### config.mk
export PLATFORM = sky130hd
export DESIGN_NAME = alu_exec_unit_flat
export DESIGN_NICKNAME = d
export VERILOG_FILES = /design/src/rtl/alu_exec_unit_if.sv /design/src/rtl/alu_exec_unit.sv /design/src/flat_wrapper.sv
export SDC_FILE = /design/constraint.sdc
export NUM_CORES = 1
export LEC_CHECK = 0
export CAP_MARGIN = 20
export CORE_ASPECT_RATIO = 0.6
export CORE_MARGIN = 2
export CORE_UTILIZATION = 60
export DETAILED_ROUTE_END_ITERATION = 8
export PLACE_DENSITY = 0.84
export SETUP_SLACK_MARGIN = 0.3
export SYNTH_ARGS = -nofsm -noshare
export SYNTH_HDL_FRONTEND = slang
export SYNTH_SLANG_ARGS = --single-unit
### constraint.sdc
create_clock -name clk -period 0.8 [get_ports clk]
set_input_delay 0.24 -clock clk [delete_from_list [all_inputs] [get_ports clk]]
set_output_delay 0.24 -clock clk [all_outputs]
set_load 0.05 [all_outputs]
### src/rtl/alu_exec_unit_if.sv
// Operand/result bundle for the RV32I/M execute unit.
// master drives the decoded instruction fields and operands; slave returns registered results.
interface alu_exec_unit_if #(
    parameter int DATA_WIDTH = 32
);
    logic [1:0]            aluOp;
    logic [6:0]            funct7;
    logic [2:0]            funct3;
    logic [DATA_WIDTH-1:0] bus_a;
    logic [DATA_WIDTH-1:0] bus_b;
    logic [DATA_WIDTH-1:0] out;
    logic                  overflow;
    logic                  Z;
    logic                  error;

    modport master (
        output aluOp, funct7, funct3, bus_a, bus_b,
        input  out, overflow, Z, error
    );

    modport slave (
        input  aluOp, funct7, funct3, bus_a, bus_b,
        output out, overflow, Z, error
    );
endinterface

### src/rtl/alu_exec_unit.sv
// RV32I/RV32M execute unit: combinational decode and datapath, one result register stage.
// Define ALU_RV32M_EN to build the multiplier/divider; otherwise funct7=0x01 decodes as illegal.
module alu_exec_unit #(
    parameter int DATA_WIDTH = 32
) (
    input logic            clk,
    input logic            rstN,
    alu_exec_unit_if.slave alu
);

    typedef enum logic [4:0] {
        OP_ADD, OP_SUB, OP_SLL, OP_SLT, OP_SLTU, OP_XOR, OP_SRL, OP_SRA,
        OP_OR, OP_AND, OP_MUL, OP_MULH, OP_MULHSU, OP_MULHU,
        OP_DIV, OP_DIVU, OP_REM, OP_REMU, OP_ILLEGAL
    } op_e;

    localparam logic [6:0] F7_BASE = 7'h00;
    localparam logic [6:0] F7_ALT  = 7'h20;
    localparam logic [6:0] F7_MEXT = 7'h01;

    op_e                   op;
    logic [DATA_WIDTH-1:0] a;
    logic [DATA_WIDTH-1:0] b;
    logic [4:0]            shamt;
    logic [DATA_WIDTH-1:0] sum;
    logic [DATA_WIDTH-1:0] diff;
    logic [DATA_WIDTH-1:0] result;
    logic                  ov_c;
    logic                  illegal;

    logic [DATA_WIDTH-1:0] out_q;
    logic                  overflow_q;
    logic                  z_q;
    logic                  error_q;

    assign a     = alu.bus_a;
    assign b     = alu.bus_b;
    assign shamt = alu.bus_b[4:0];
    assign sum   = a + b;
    assign diff  = a - b;

    function automatic op_e base_op(input logic [2:0] f3);
        case (f3)
            3'd0:    return OP_ADD;
            3'd1:    return OP_SLL;
            3'd2:    return OP_SLT;
            3'd3:    return OP_SLTU;
            3'd4:    return OP_XOR;
            3'd5:    return OP_SRL;
            3'd6:    return OP_OR;
            default: return OP_AND;
        endcase
    endfunction

`ifdef ALU_RV32M_EN
    function automatic op_e mext_op(input logic [2:0] f3);
        case (f3)
            3'd0:    return OP_MUL;
            3'd1:    return OP_MULH;
            3'd2:    return OP_MULHSU;
            3'd3:    return OP_MULHU;
            3'd4:    return OP_DIV;
            3'd5:    return OP_DIVU;
            3'd6:    return OP_REM;
            default: return OP_REMU;
        endcase
    endfunction
`endif

    always_comb begin
        op = OP_ILLEGAL;
        case (alu.aluOp)
            2'b00: op = OP_ADD;
            2'b01: op = OP_SUB;
            2'b10: begin
                case (alu.funct7)
                    F7_BASE: op = base_op(alu.funct3);
                    F7_ALT: begin
                        if (alu.funct3 == 3'd0)      op = OP_SUB;
                        else if (alu.funct3 == 3'd5) op = OP_SRA;
                    end
`ifdef ALU_RV32M_EN
                    F7_MEXT: op = mext_op(alu.funct3);
`endif
                    default: op = OP_ILLEGAL;
                endcase
            end
            default: begin
                case (alu.funct3)
                    3'd0: op = OP_ADD;
                    3'd1: if (alu.funct7 == F7_BASE) op = OP_SLL;
                    3'd5: begin
                        if (alu.funct7 == F7_BASE)     op = OP_SRL;
                        else if (alu.funct7 == F7_ALT) op = OP_SRA;
                    end
                    default: op = base_op(alu.funct3);
                endcase
            end
        endcase
    end

`ifdef ALU_RV32M_EN
    // One 64-bit multiplier serves all variants: operands are sign- or zero-extended
    // per op and the product is taken modulo 2^64.
    logic                    a_signed_mul;
    logic                    b_signed_mul;
    logic [2*DATA_WIDTH-1:0] mul_a;
    logic [2*DATA_WIDTH-1:0] mul_b;
    logic [2*DATA_WIDTH-1:0] prod;

    assign a_signed_mul = (op == OP_MULH) || (op == OP_MULHSU);
    assign b_signed_mul = (op == OP_MULH);
    assign mul_a = {{DATA_WIDTH{a_signed_mul & a[DATA_WIDTH-1]}}, a};
    assign mul_b = {{DATA_WIDTH{b_signed_mul & b[DATA_WIDTH-1]}}, b};
    assign prod  = mul_a * mul_b;

    // Magnitude divide with sign fix-up; MIN/-1 falls out naturally as MIN rem 0.
    logic                  div_signed;
    logic                  a_neg;
    logic                  b_neg;
    logic [DATA_WIDTH-1:0] a_mag;
    logic [DATA_WIDTH-1:0] b_mag;
    logic [DATA_WIDTH-1:0] divisor;
    logic [DATA_WIDTH-1:0] q_mag;
    logic [DATA_WIDTH-1:0] r_mag;
    logic [DATA_WIDTH-1:0] quot;
    logic [DATA_WIDTH-1:0] rem;
    logic                  b_zero;

    assign div_signed = (op == OP_DIV) || (op == OP_REM);
    assign a_neg   = div_signed & a[DATA_WIDTH-1];
    assign b_neg   = div_signed & b[DATA_WIDTH-1];
    assign a_mag   = a_neg ? ('0 - a) : a;
    assign b_mag   = b_neg ? ('0 - b) : b;
    assign b_zero  = (b == '0);
    assign divisor = b_zero ? {{(DATA_WIDTH-1){1'b0}}, 1'b1} : b_mag;
    assign q_mag   = a_mag / divisor;
    assign r_mag   = a_mag % divisor;
    assign quot    = b_zero ? '1 : ((a_neg ^ b_neg) ? ('0 - q_mag) : q_mag);
    assign rem     = b_zero ? a  : (a_neg ? ('0 - r_mag) : r_mag);
`endif

    always_comb begin
        result = '0;
        ov_c   = 1'b0;
        case (op)
            OP_ADD: begin
                result = sum;
                ov_c   = (a[DATA_WIDTH-1] == b[DATA_WIDTH-1]) &&
                         (sum[DATA_WIDTH-1] != a[DATA_WIDTH-1]);
            end
            OP_SUB: begin
                result = diff;
                ov_c   = (a[DATA_WIDTH-1] != b[DATA_WIDTH-1]) &&
                         (diff[DATA_WIDTH-1] != a[DATA_WIDTH-1]);
            end
            OP_SLL:  result = a << shamt;
            OP_SLT:  result = {{(DATA_WIDTH-1){1'b0}}, ($signed(a) < $signed(b))};
            OP_SLTU: result = {{(DATA_WIDTH-1){1'b0}}, (a < b)};
            OP_XOR:  result = a ^ b;
            OP_SRL:  result = a >> shamt;
            OP_SRA:  result = $unsigned($signed(a) >>> shamt);
            OP_OR:   result = a | b;
            OP_AND:  result = a & b;
`ifdef ALU_RV32M_EN
            OP_MUL:    result = prod[DATA_WIDTH-1:0];
            OP_MULH:   result = prod[2*DATA_WIDTH-1:DATA_WIDTH];
            OP_MULHSU: result = prod[2*DATA_WIDTH-1:DATA_WIDTH];
            OP_MULHU:  result = prod[2*DATA_WIDTH-1:DATA_WIDTH];
            OP_DIV:    result = quot;
            OP_DIVU:   result = quot;
            OP_REM:    result = rem;
            OP_REMU:   result = rem;
`endif
            default: result = '0;
        endcase
    end

    assign illegal = (op == OP_ILLEGAL);

    always_ff @(posedge clk or negedge rstN) begin
        if (!rstN) begin
            out_q      <= '0;
            overflow_q <= 1'b0;
            z_q        <= 1'b0;
            error_q    <= 1'b0;
        end else begin
            out_q      <= illegal ? '0 : result;
            overflow_q <= !illegal && ov_c;
            z_q        <= !illegal && (result == '0);
            error_q    <= illegal;
        end
    end

    assign alu.out      = out_q;
    assign alu.overflow = overflow_q;
    assign alu.Z        = z_q;
    assign alu.error    = error_q;

endmodule

### src/flat_wrapper.sv
// flat-port wrapper written by rule: the top's interface ports become plain ports
module alu_exec_unit_flat 
#(
    parameter int DATA_WIDTH = 32
)
  (clk, rstN, alu_aluOp, alu_funct7, alu_funct3, alu_bus_a, alu_bus_b, alu_out, alu_overflow, alu_Z, alu_error);
  alu_exec_unit_if #(.DATA_WIDTH(DATA_WIDTH)) alu_i ();
  input logic clk;
  input logic rstN;
  input wire logic [$bits(alu_i.aluOp)-1:0] alu_aluOp;
  input wire logic [$bits(alu_i.funct7)-1:0] alu_funct7;
  input wire logic [$bits(alu_i.funct3)-1:0] alu_funct3;
  input wire logic [$bits(alu_i.bus_a)-1:0] alu_bus_a;
  input wire logic [$bits(alu_i.bus_b)-1:0] alu_bus_b;
  output wire logic [$bits(alu_i.out)-1:0] alu_out;
  output wire logic [$bits(alu_i.overflow)-1:0] alu_overflow;
  output wire logic [$bits(alu_i.Z)-1:0] alu_Z;
  output wire logic [$bits(alu_i.error)-1:0] alu_error;
  assign alu_i.aluOp = alu_aluOp;
  assign alu_i.funct7 = alu_funct7;
  assign alu_i.funct3 = alu_funct3;
  assign alu_i.bus_a = alu_bus_a;
  assign alu_i.bus_b = alu_bus_b;
  assign alu_out = alu_i.out;
  assign alu_overflow = alu_i.overflow;
  assign alu_Z = alu_i.Z;
  assign alu_error = alu_i.error;
  alu_exec_unit #(.DATA_WIDTH(DATA_WIDTH)) u_core (.clk(clk), .rstN(rstN), .alu(alu_i));
endmodule
==> results of run 1 <==
-- logic make-up after synthesis --
group | synth area share [%]
AOI/OAI and AO/OA | 31.89
xor gates and xnor gates | 1.383
adders and majority gates | 11.64
buffers and inverters | 7.993
DFF | 8.133
muxes | 17.44
and+or+nand+nor | 21.52
-- cell usage after synthesis (all sizes together), types with 14 or more instances --
library cell	count
nor2	149
nand2	116
a21oi	111
ha	97
inv	96
clkbuf	73
o21ai	69
mux2i	65
nor3	60
buf	46
mux4	40
dfrtp	35
nand3	35
a211oi	31
mux2	29
o211ai	29
a21o	23
a22oi	17
and3	16
nor2b	16
o31ai	16
a31oi	15
or3	15
nand4	14
o21a	14
xnor2	14
-- stage by stage --
| stage | TNS (ns) | instance area [µm²] | hold slack (ns) |
|---|---|---|---|
| 3_5_place_dp | -99.88 | 16760 | 0.6419 |
| 2_1_floorplan | -64.25 | 11590 | -0.05559 |
| 3_3_place_gp | -91.26 | 16760 | 0.6197 |
==> out/qor.txt, run 1 <==
outcome: aborted with a tool error
stage at which the run stopped: 4_1_cts
first logged error message: [ERROR DPL-0038] Utilization greater than 100%, impossible to legalize
Die H: 107.8 µm
Syn Nets: 1645
clock buffers created by TritonCTS: 5
Netlist Area Pre-Place: 10770 µm²
register area share after synthesis: 8.133%
Mapped Cells: 1468
number of enable flip-flop cells after synthesis: 0
count of clock tree sinks: 35
cell count after placement: 2258
post-synthesis cell type with the largest combined area: sky130_fd_sc_hd__ha_1
Post-CTS Setup Inserts: 142
Root Buffer: sky130_fd_sc_hd__clkbuf_16
Clock Tree Buf Depth: 2
number of distinct standard cells referenced by the synthesized netlist: 86
global placement routability congestion: 1.364
horizontal extent of the die: 177.0 µm
share of flip-flops with an asynchronous set or reset after synthesis: 100.0%
hold buffer count at cts: 0
Setup WS pre-CTS: -4.004 ns
leading post-synthesis cells by cell area: sky130_fd_sc_hd__ha_1 11%, sky130_fd_sc_hd__mux4_2 8.4%, sky130_fd_sc_hd__dfrtp_1 8.1%, sky130_fd_sc_hd__mux2i_1 6.0%, sky130_fd_sc_hd__a21oi_1 5.2%
Post-synth top flop: sky130_fd_sc_hd__dfrtp_1
number of placed I/O pins: 113
Syn Area/Cell: 7.336 µm²
Initial Util: 62.03%
DP HPWL: 58.03 mm
H-tree depth: 2
standard-cell row count: 37
number of buffers added on ports: 112
number of synthesized register bits: 35
Ys Warns: 0
cts repair resizes: 673
Synth top area share: 11.27%
==> inputs of run 2 (changes only) <==
--- a/config.mk
+++ b/config.mk
@@ -6,12 +6,10 @@
 export NUM_CORES = 1
 export LEC_CHECK = 0
 export CAP_MARGIN = 20
-export CORE_ASPECT_RATIO = 0.6
 export CORE_MARGIN = 2
-export CORE_UTILIZATION = 60
+export CORE_UTILIZATION = 40
 export DETAILED_ROUTE_END_ITERATION = 8
-export PLACE_DENSITY = 0.84
-export SETUP_SLACK_MARGIN = 0.3
+export PLACE_DENSITY_LB_ADDON = 0.15
 export SYNTH_ARGS = -nofsm -noshare
 export SYNTH_HDL_FRONTEND = slang
 export SYNTH_SLANG_ARGS = --single-unit
==> out/qor.txt, run 2 <==
outcome: finished with violations
violated checks: negative setup slack
filler cell count in the final layout: 1925
final core utilization: 76.81%
number of placed I/O pins: 113 (unchanged)
Synth top area share: 11.27% (unchanged)
Worst Hold Margin: 0.3286 ns
Initial Util: 40.29% (-22 points)
routed wirelength normalized by instance count: 25.98 µm
post-synthesis cell type with the largest combined area: sky130_fd_sc_hd__ha_1
final std cells w/o fill: 2567
core box area: 26730 µm²
number of global-route vias before repair: 16190
number of failing hold endpoints at the final stage: 0
Max Clk Rate: 0.2616 GHz
Clock Pin Slew Worst Setup and Hold Paths: 0.05 ns
detailed-routing iteration count for the pre-antenna-repair pass: 6
global placement routability congestion: 1.165 (-15%)
worst relative slew slack: 53.82%
H-tree depth: 2 (unchanged)
total track usage: 44.98%
arrival time reported for the critical path endpoint: 4.02 ns
cell count after placement: 2443 (+8.2%)
Mapped Cells: 1468 (unchanged)
most used standard cells in the synthesized netlist: 148 x sky130_fd_sc_hd__nor2_1, 115 x sky130_fd_sc_hd__nand2_1, 111 x sky130_fd_sc_hd__a21oi_1, 97 x sky130_fd_sc_hd__ha_1, 96 x sky130_fd_sc_hd__inv_1
via total after detailed routing: 16630
DIE AREA: 28250 µm²
horizontal extent of the die: 168.1 µm (-5.0%)
Root Buffer: sky130_fd_sc_hd__clkbuf_16
share of cells above drive strength 1: 56.29%
register area share after synthesis: 8.133% (unchanged)
required time of the worst setup path: 1.00 ns
standard-cell row count: 60 (+62%)
fraction of power consumed by combinational cells: 80.3%
DP HPWL: 51.19 mm (-12%)
GRT overflow: 0
top library cells by usage in the layout, fill and taps aside: 656 x sky130_fd_sc_hd__buf_4, 131 x sky130_fd_sc_hd__nor2_1, 106 x sky130_fd_sc_hd__nand2_1, 91 x sky130_fd_sc_hd__buf_6, 79 x sky130_fd_sc_hd__a21oi_1
Ys Warns: 0 (unchanged)
number of synthesized register bits: 35 (unchanged)
static leakage: 9.346 nW
pin count of the biggest net entering global routing: 39
synthesis-to-finish area growth: 90.62%
internal power contribution: 12.09 mW
clock period minus worst slack: 3.823 ns
fin nets: 2402
wire length of the first global-routing pass: 97.28 mm
clock buffers created by TritonCTS: 5 (unchanged)
number of distinct standard cells referenced by the synthesized netlist: 86 (unchanged)
actual slew at the worst max-slew pin: 0.6927 ns
Setup WS pre-CTS: -3.988 ns (+0.01663 ns)
final instance area: 20530 µm²
clock network fraction of design power: 9.0%
critical path class: primary input to flip-flop
antenna violations before repair: 4
routed wire length: 66.70 mm
Pwr Density: 1089 nW/µm²
final max-slew violation count: 0
final worst-path cycle share: 477.9%
switch share: 45.90%
via density per instance: 6.478
Most common cell on crit path: sky130_fd_sc_hd__buf_6
worst min-delay path class: primary input to async pin
Syn Nets: 1645 (unchanged)
endpoints failing setup: 70
share of flip-flops with an asynchronous set or reset after synthesis: 100.0% (unchanged)
leading post-synthesis cells by cell area: sky130_fd_sc_hd__ha_1 11%, sky130_fd_sc_hd__mux4_2 8.4%, sky130_fd_sc_hd__dfrtp_1 8.1%, sky130_fd_sc_hd__mux2i_1 6.0%, sky130_fd_sc_hd__a21oi_1 5.2%
setup repair after global routing missed its margin: true
count of antenna diodes in the layout: 0
DR DRC count: 0
number of buffers added on ports: 112 (unchanged)
critical path buffer and inverter count: 6
peak supply drop: 0.8777 mV
worst setup margin: -3.023 ns
Post-synth top flop: sky130_fd_sc_hd__dfrtp_1
fraction of power consumed by sequential logic: 10.7%
commonest non-fill, non-tap cell in the layout: sky130_fd_sc_hd__buf_4
count of clock tree sinks: 35 (unchanged)
cell with the most instances after synthesis: sky130_fd_sc_hd__nor2_1
Placed Area: 17520 µm² (+4.5%)
Clock Tree Buf Depth: 2 (unchanged)
cell with the largest stage delay on the worst path: sky130_fd_sc_hd__or4_4
hold buffer count at cts: 0 (unchanged)
DRC marker count from the first detailed-route iteration: 2108
Worst setup EP type: flip-flop
number of enable flip-flop cells after synthesis: 0 (unchanged)
Die H: 168.1 µm (+56%)
Netlist Area Pre-Place: 10770 µm² (unchanged)
CP startpoint kind: primary input
delay of the slowest cell on the worst path: 0.55 ns
post-detailed-route count of antenna-violating nets: 0
count of max-cap constraint violations: 0
Syn Area/Cell: 7.336 µm² (unchanged)
cells along the critical path: buf_8 -> or4_4 -> nor4_4 -> o21ai_2 -> buf_6 -> buf_8 -> buf_6 -> buf_6 -> a211oi_2 -> mux2i_1 -> nand2_1 -> nand4_1 -> nor4_2 -> buf_4 -> nand4b_1 -> nor4_4 -> nand4bb_1 -> nor2_1
gate family responsible for the most delay along the worst path: simple AND/OR/NAND/NOR gates
total net switching power: 10.26 mW
CP max FO: 6
max FFs per register: 32
TritonCTS clock tree: built
[run 2: cell counts after synthesis]
No cell type changed its count.
[run 2: logic make-up (layout without fill, tap and decap cells)]
| logic type | after synthesis | count (layout) | synth area share (%) |
|---|---|---|---|
| muxes | 134 | 134 | 17.44 |
| DFF | 35 | 35 | 8.133 |
| and+or+nand+nor | 479 | 479 | 21.52 |
| buffers and inverters | 216 | 974 | 7.993 |
| adders and majority gates | 99 | 99 | 11.64 |
| AOI/OAI and AO/OA | 488 | 488 | 31.89 |
| xor gates and xnor gates | 17 | 17 | 1.383 |
[run 2: repair_timing]
item                                    4_1_cts  5_1_grt
endpoints found under the hold margin         0        0
gates resized for setup                     556       95
pin swaps                                   114       79
gates cloned                                  1        0
endpoints found under the setup margin       70       70
buffers inserted                            100       48
[run 2: worst max path at each step]
stage | start | endpoint | cells past startpoint
after floorplan | alu_bus_b[3] | u_core.alu.Z | 18
after global placement | alu_funct7[2] | u_core.alu.Z | 16
after detailed placement | alu_funct7[2] | u_core.alu.Z | 16
after CTS | alu_funct7[1] | u_core.alu.Z | 15
after global routing | alu_bus_b[7] | u_core.alu.Z | 17
final | alu_funct7[0] | u_core.alu.Z | 18
[run 2: power groups by stage]
stage / clock network [mW] / logic, mW / registers [mW]
floorplan: 0 / 5.85 / 3.38
global placement: 0 / 14.6 / 2.42
CTS: 2.06 / 16.7 / 2.40
detailed placement: 0 / 14.7 / 2.43
finish: 2.02 / 17.9 / 2.39
global route: 2.16 / 18.5 / 2.44
[run 2: cell type report]
type | count | area (µm²) | area share, %
multi-input cells | 1217 | 11020 | 53.70
well taps | 341 | 426.7 | 2.078
flip-flops and latches | 35 | 918.4 | 4.474
repair buffers | 869 | 7595 | 37.00
clock buffers | 7 | 152.6 | 0.7436
clock inverters | 1 | 7.507 | 0.03657
inverters | 97 | 404.1 | 1.969
[run 2: layer usage]
metal | global-route usage [%] | vias to the layer above | share of wire, %
li1 | - | 7065 | -
met1 | 57.16 | 7952 | 38
met2 | 71.00 | 1227 | 43
met3 | 8.980 | 382 | 11
met4 | 26.39 | 2 | 7.7
met5 | 0 | - | 0.019
[run 2: metrics by stage]
| step | total power [mW] | setup TNS, ns |
|---|---|---|
| finish | 22.35 | -82.19 |
| global route | 23.11 | -84.26 |
| CTS | 21.21 | -79.14 |
| detailed placement | 17.12 | -96.94 |
| global placement | 17.01 | -95.34 |
| floorplan | 9.224 | -64.25 |
(Power assumes the default switching activity.)
==> inputs of run 3 (changes only) <==
--- a/config.mk
+++ b/config.mk
@@ -5,7 +5,9 @@
 export SDC_FILE = /design/constraint.sdc
 export NUM_CORES = 1
 export LEC_CHECK = 0
+export ABC_CLOCK_PERIOD_IN_PS = 800
 export CAP_MARGIN = 20
+export CORE_ASPECT_RATIO = 1.4
 export CORE_MARGIN = 2
 export CORE_UTILIZATION = 40
 export DETAILED_ROUTE_END_ITERATION = 8
==> out/qor.txt, run 3 (synthesized netlist as in run 2, its figures left out) <==
outcome: finished with violations
violated checks: negative setup slack
TritonCTS clock tree: built
DIE AREA: 28270 µm² (about the same)
CP max FO: 4 (-2)
post-detailed-route count of antenna-violating nets: 0 (unchanged)
arrival time reported for the critical path endpoint: 4.00 ns (-0.02 ns)
static leakage: 9.414 nW (+0.73%)
Worst setup EP type: flip-flop
total track usage: 44.41% (-0.57 points)
pin count of the biggest net entering global routing: 34 (-13%)
fin nets: 2391 (-0.46%)
number of failing hold endpoints at the final stage: 0 (unchanged)
switch share: 45.56% (-0.34 points)
clock network fraction of design power: 8.5% (-0.5 points)
fraction of power consumed by sequential logic: 10.7% (about the same)
clock buffers created by TritonCTS: 5 (unchanged)
CP startpoint kind: primary input
number of placed I/O pins: 113 (unchanged)
H-tree depth: 2 (unchanged)
routed wire length: 67.46 mm (+1.1%)
worst relative slew slack: 53.10% (-0.72 points)
via density per instance: 6.525 (+0.73%)
synthesis-to-finish area growth: 92.43%
wire length of the first global-routing pass: 94.27 mm (-3.1%)
Pwr Density: 1079 nW/µm² (-0.91%)
share of cells above drive strength 1: 56.93% (+0.64 points)
final worst-path cycle share: 473.7% (-4.2 points)
DR DRC count: 0 (unchanged)
GRT overflow: 0 (unchanged)
global placement routability congestion: 1.164 (about the same)
actual slew at the worst max-slew pin: 0.6961 ns (+0.003406 ns)
critical path class: primary input to flip-flop
count of antenna diodes in the layout: 0 (unchanged)
count of clock tree sinks: 35 (unchanged)
fraction of power consumed by combinational cells: 80.7% (+0.4 points)
Clock Tree Buf Depth: 2 (unchanged)
Die H: 198.1 µm (+18%)
Initial Util: 40.41% (+0.11 points)
clock period minus worst slack: 3.790 ns (-0.03377 ns)
worst setup margin: -2.990 ns (+0.03377 ns)
commonest non-fill, non-tap cell in the layout: sky130_fd_sc_hd__buf_4
detailed-routing iteration count for the pre-antenna-repair pass: 6 (unchanged)
horizontal extent of the die: 142.7 µm (-15%)
required time of the worst setup path: 1.01 ns (about the same)
Max Clk Rate: 0.2639 GHz (+0.89%)
count of max-cap constraint violations: 0 (unchanged)
top library cells by usage in the layout, fill and taps aside: 634 x sky130_fd_sc_hd__buf_4, 132 x sky130_fd_sc_hd__nor2_1, 106 x sky130_fd_sc_hd__nand2_1, 99 x sky130_fd_sc_hd__buf_6, 81 x sky130_fd_sc_hd__a21oi_1
max FFs per register: 32 (unchanged)
standard-cell row count: 71 (+18%)
Clock Pin Slew Worst Setup and Hold Paths: 0.05 ns (about the same)
total net switching power: 10.19 mW (-0.71%)
number of global-route vias before repair: 15780 (-2.6%)
number of buffers added on ports: 112 (unchanged)
worst min-delay path class: primary input to async pin
antenna violations before repair: 0 (-4)
via total after detailed routing: 16590 (-0.21%)
peak supply drop: 0.9305 mV (+6.0%)
DRC marker count from the first detailed-route iteration: 1879 (-11%)
core box area: 26650 µm² (-0.28%)
Worst Hold Margin: 0.3447 ns (+0.01608 ns)
setup repair after global routing missed its margin: true
Total Power: 22.35 mW (about the same)
internal power contribution: 12.17 mW (+0.66%)
endpoints failing setup: 70 (unchanged)
Root Buffer: sky130_fd_sc_hd__clkbuf_16
routed wirelength normalized by instance count: 26.53 µm (+2.1%)
DP HPWL: 51.92 mm (+1.4%)
final max-slew violation count: 0 (unchanged)
-- run 3: cell count changes in the layout (fill, tap and decap cells not counted), moves of 7 or more --
cell	previous run	this run
sky130_fd_sc_hd__inv_4	6	13
sky130_fd_sc_hd__buf_6	91	99
sky130_fd_sc_hd__dlygate4sd2_1	19	11
sky130_fd_sc_hd__buf_12	50	59
sky130_fd_sc_hd__buf_4	656	634
sky130_fd_sc_hd__buf_2	19	11
-- run 3: worst max-delay path, stage by stage --
cell                         delay [ns]
sky130_fd_sc_hd__buf_12            0.10
sky130_fd_sc_hd__clkinvlp_4        0.14
sky130_fd_sc_hd__ha_4              0.28
sky130_fd_sc_hd__o21ba_4           0.22
sky130_fd_sc_hd__or4_4             0.47
sky130_fd_sc_hd__nand2_4           0.13
sky130_fd_sc_hd__a211o_1           0.17
sky130_fd_sc_hd__mux2i_1           0.11
sky130_fd_sc_hd__mux2i_1           0.15
sky130_fd_sc_hd__or3_4             0.41
sky130_fd_sc_hd__or4_1             0.54
sky130_fd_sc_hd__or4_4             0.44
sky130_fd_sc_hd__nor4_4            0.27
sky130_fd_sc_hd__buf_4             0.15
sky130_fd_sc_hd__nand4bb_1         0.09
sky130_fd_sc_hd__nor2_1            0.09
-- run 3: routing by layer --
metal / vias up / global-route usage, % / wire length (µm)
li1: 7052 / - / -
met1: 7748 / 50.97 / 22980
met5: - / 0 / 0
met2: 1316 / 75.57 / 30920
met3: 477 / 6.385 / 6527
met4: 0 / 30.69 / 7039
-- run 3: how the worst max path moves through the flow --
stage	startpoint	endpoint	slack [ns]
floorplan	alu_bus_b[3]	u_core.alu.Z	-2.99
global placement	alu_funct3[0]	u_core.alu.Z	-3.70
detailed placement	alu_funct3[0]	u_core.alu.Z	-3.74
CTS	alu_bus_b[1]	u_core.alu.Z	-2.92
global route	alu_bus_a[27]	u_core.alu.Z	-3.08
finish	alu_bus_b[1]	u_core.alu.Z	-2.99
-- run 3: cell type report --
cell class                      instances  area, µm²
Inverter                               97      427.9
Clock buffer                            7      142.6
Clock inverter                          1      5.005
Tap cell                              328      410.4
Timing Repair Buffer                  858       7772
Sequential cell                        35      918.4
Multi-Input combinational cell       1217      11050
Fill cell                            1888       5928
-- run 3: per-stage QoR --
step	cells	utilization, %	setup TNS [ns]	setup WS [ns]	instance area [µm²]
after floorplan	1468	-	-64.25	-2.993	11590
after global placement	2425	65.62	-94.12	-3.701	17490
after detailed placement	2425	65.62	-96.11	-3.743	17490
after CTS	2503	73.35	-77.36	-2.924	19550
after global routing	2543	77.76	-81.53	-3.076	20720
final	2543	77.76	-79.54	-2.990	20720
-- run 3: power by group through the flow --
| stage | Combinational [mW] | Clock [mW] | Sequential (mW) |
|---|---|---|---|
| floorplan | 5.85 | 0 | 3.38 |
| CTS | 16.4 | 1.96 | 2.41 |
| finish | 18.0 | 1.91 | 2.40 |
| detailed placement | 14.7 | 0 | 2.44 |
| global placement | 14.6 | 0 | 2.42 |
| global route | 18.6 | 2.04 | 2.43 |
-- run 3: timing repair --
item / CTS / global route
endpoints found under the setup margin: 70 / 70
hold buffers: 0 / 0
setup buffers: 70 / 62
pin swaps: 113 / 89
gates resized for setup: 474 / 252
gates cloned: 3 / 1
==> inputs of run 4 (changes only) <==
--- a/config.mk
+++ b/config.mk
@@ -5,7 +5,7 @@
 export SDC_FILE = /design/constraint.sdc
 export NUM_CORES = 1
 export LEC_CHECK = 0
-export ABC_CLOCK_PERIOD_IN_PS = 800
+export ABC_CLOCK_PERIOD_IN_PS = 4000
 export CAP_MARGIN = 20
 export CORE_ASPECT_RATIO = 1.4
 export CORE_MARGIN = 2
==> constraint.sdc (replaced) <==
create_clock -name clk -period 4 [get_ports clk]
set_input_delay 1.2 -clock clk [delete_from_list [all_inputs] [get_ports clk]]
set_output_delay 1.2 -clock clk [all_outputs]
set_load 0.05 [all_outputs]
==> out/qor.txt, run 4 (synthesized netlist as in run 2, its figures left out) <==
DIE AREA: 28270 µm² (unchanged)
Clock Pin Slew Worst Setup and Hold Paths: 0.05 ns (about the same)
top library cells by usage in the layout, fill and taps aside: 629 x sky130_fd_sc_hd__buf_4, 140 x sky130_fd_sc_hd__nor2_1, 110 x sky130_fd_sc_hd__nand2_1, 93 x sky130_fd_sc_hd__a21oi_1, 65 x sky130_fd_sc_hd__ha_1
H-tree depth: 2 (unchanged)
clock period minus worst slack: 4.863 ns
clock network fraction of design power: 10.9% (+2.4 points)
number of failing hold endpoints at the final stage: 0 (unchanged)
count of max-cap constraint violations: 0 (unchanged)
Initial Util: 40.41% (unchanged)
endpoints failing setup: 5 (-93%)
CP max FO: 8 (+4)
critical path class: primary input to flip-flop
cell count after placement: 2411 (-0.58%)
max FFs per register: 32 (unchanged)
Die H: 198.1 µm (unchanged)
number of buffers added on ports: 112 (unchanged)
number of global-route vias before repair: 15630 (-0.93%)
actual slew at the worst max-slew pin: 0.9995 ns (+0.3035 ns)
count of clock tree sinks: 35 (unchanged)
synthesis-to-finish area growth: 72.56%
Clock Tree Buf Depth: 2 (unchanged)
worst setup margin: -0.8633 ns (+2.126 ns)
worst min-delay path class: primary input to async pin
wire length of the first global-routing pass: 94.66 mm (+0.42%)
core box area: 26650 µm² (unchanged)
worst relative slew slack: 32.85% (-20 points)
final std cells w/o fill: 2476 (-2.6%)
Pwr Density: 217.3 nW/µm² (-80%)
gate family responsible for the most delay along the worst path: simple AND/OR/NAND/NOR gates
DP HPWL: 52.65 mm (+1.4%)
routed wirelength normalized by instance count: 26.38 µm (-0.55%)
cells along the critical path: clkdlybuf4s50_1 -> buf_6 -> mux4_2 -> mux4_2 -> nor2_4 -> buf_4 -> a211oi_1 -> o31ai_1 -> and3_1 -> o211ai_1 -> or4_1 -> or4_4 -> nor4_2 -> buf_4 -> nand4bb_1 -> nor2_1
final worst-path cycle share: 121.6%
CP startpoint kind: primary input
global placement routability congestion: 1.112 (-4.5%)
horizontal extent of the die: 142.7 µm (unchanged)
antenna violations before repair: 2 (+2)
routed wire length: 65.33 mm (-3.2%)
via density per instance: 6.423 (-1.6%)
Root Buffer: sky130_fd_sc_hd__clkbuf_16
detailed-routing iteration count for the pre-antenna-repair pass: 6 (unchanged)
setup repair after global routing missed its margin: true
standard-cell row count: 71 (unchanged)
critical path buffer and inverter count: 4 (+1)
cell with the largest stage delay on the worst path: sky130_fd_sc_hd__or4_1
Worst Hold Margin: 1.331 ns (+0.9864 ns)
commonest non-fill, non-tap cell in the layout: sky130_fd_sc_hd__buf_4
TritonCTS clock tree: built
hold buffer count at cts: 0 (unchanged)
peak supply drop: 0.1711 mV (-82%)
switch share: 46.04% (+0.47 points)
total net switching power: 1.859 mW (-82%)
fin nets: 2323 (-2.8%)
outcome: finished with violations
total track usage: 44.83% (+0.43 points)
pin count of the biggest net entering global routing: 54 (+59%)
number of placed I/O pins: 113 (unchanged)
internal power contribution: 2.179 mW (-82%)
DR DRC count: 0 (unchanged)
final max-slew violation count: 0 (unchanged)
violated checks: negative setup slack
DRC marker count from the first detailed-route iteration: 1438 (-23%)
fraction of power consumed by combinational cells: 78.4% (-2.3 points)
filler cell count in the final layout: 2185 (+16%)
arrival time reported for the critical path endpoint: 5.07 ns (+1.07 ns)
delay of the slowest cell on the worst path: 0.54 ns (about the same)
share of cells above drive strength 1: 46.81% (-10 points)
static leakage: 8.628 nW (-8.3%)
clock buffers created by TritonCTS: 5 (unchanged)
fraction of power consumed by sequential logic: 10.7% (about the same)
post-detailed-route count of antenna-violating nets: 0 (unchanged)
required time of the worst setup path: 4.21 ns (+3.20 ns)
GRT overflow: 0 (unchanged)
Worst setup EP type: flip-flop
via total after detailed routing: 15900 (-4.2%)
Max Clk Rate: 0.2056 GHz
## run 4: cell count changes in the layout (fill, tap and decap cells not counted), moves of 10 or more
cell | previous run | this run
sky130_fd_sc_hd__inv_2 | 18 | 31
sky130_fd_sc_hd__dfrtp_2 | 34 | 0
sky130_fd_sc_hd__o21ai_0 | 43 | 55
sky130_fd_sc_hd__clkdlybuf4s50_1 | 14 | 53
sky130_fd_sc_hd__a21oi_1 | 81 | 93
sky130_fd_sc_hd__buf_6 | 99 | 43
sky130_fd_sc_hd__nor3_1 | 37 | 49
sky130_fd_sc_hd__buf_12 | 59 | 8
sky130_fd_sc_hd__dfrtp_1 | 1 | 35
sky130_fd_sc_hd__buf_8 | 13 | 3
## run 4: final cells by class
class,count,area (µm²),area share (%)
Multi-Input combinational cell,1217,10250,55.16
Timing Repair Buffer,790,6487,34.91
Inverter,97,382.9,2.060
Clock buffer,6,138.9,0.7474
Clock inverter,2,35.03,0.1885
Tap cell,328,410.4,2.208
Antenna cell,1,2.502,0.01347
Sequential cell,35,875.8,4.713
## run 4: timing repair
item	in CTS	in global routing
gates resized for setup	321	102
pin swaps	60	56
buffers inserted	47	17
gates cloned	3	0
endpoints found under the setup margin	29	17
## run 4: how the worst max path moves through the flow
stage	slack [ns]	start	end	cells past startpoint
after floorplan	-0.76	alu_bus_b[3]	u_core.alu.Z	18
after global placement	-1.57	alu_funct7[1]	u_core.alu.Z	18
after detailed placement	-1.58	alu_funct7[1]	u_core.alu.Z	18
after CTS	-0.84	alu_bus_a[23]	u_core.alu.Z	16
after global routing	-1.01	alu_bus_a[23]	u_core.alu.Z	16
final	-0.86	alu_bus_a[23]	u_core.alu.Z	16
## run 4: layer usage
metal / part of all wire, % / vias to the layer above / wire [µm] / track usage (%)
met5: 0.011 / - / 7 / 0
met1: 36 / 7561 / 23520 / 51.33
li1: - / 6908 / - / -
met4: 9.2 / 2 / 6031 / 31.17
met2: 47 / 1084 / 30450 / 76.58
met3: 8.1 / 349 / 5316 / 6.119
## run 4: power groups by stage
stage          clock network (mW)  logic [mW]  registers (mW)
2_1_floorplan                   0        1.12           0.661
3_3_place_gp                    0        2.76           0.436
3_5_place_dp                    0        2.78           0.437
4_1_cts                     0.447        2.98           0.432
5_1_grt                     0.461        3.29           0.437
6_report                    0.441        3.17           0.431
## run 4: stage by stage
| stage | total power [mW] | setup TNS [ns] | utilization, % | cell area [µm²] | worst slack [ns] |
|---|---|---|---|---|---|
| 3_3_place_gp | 3.193 | -20.18 | 63.07 | 16810 | -1.567 |
| 6_report | 4.038 | -1.702 | 69.73 | 18580 | -0.8633 |
| 2_1_floorplan | 1.785 | -1.111 | - | 11280 | -0.7578 |
| 3_5_place_dp | 3.218 | -20.69 | 63.07 | 16810 | -1.584 |
| 4_1_cts | 3.862 | -1.936 | 68.28 | 18200 | -0.8411 |
| 5_1_grt | 4.185 | -2.388 | 69.73 | 18580 | -1.011 |
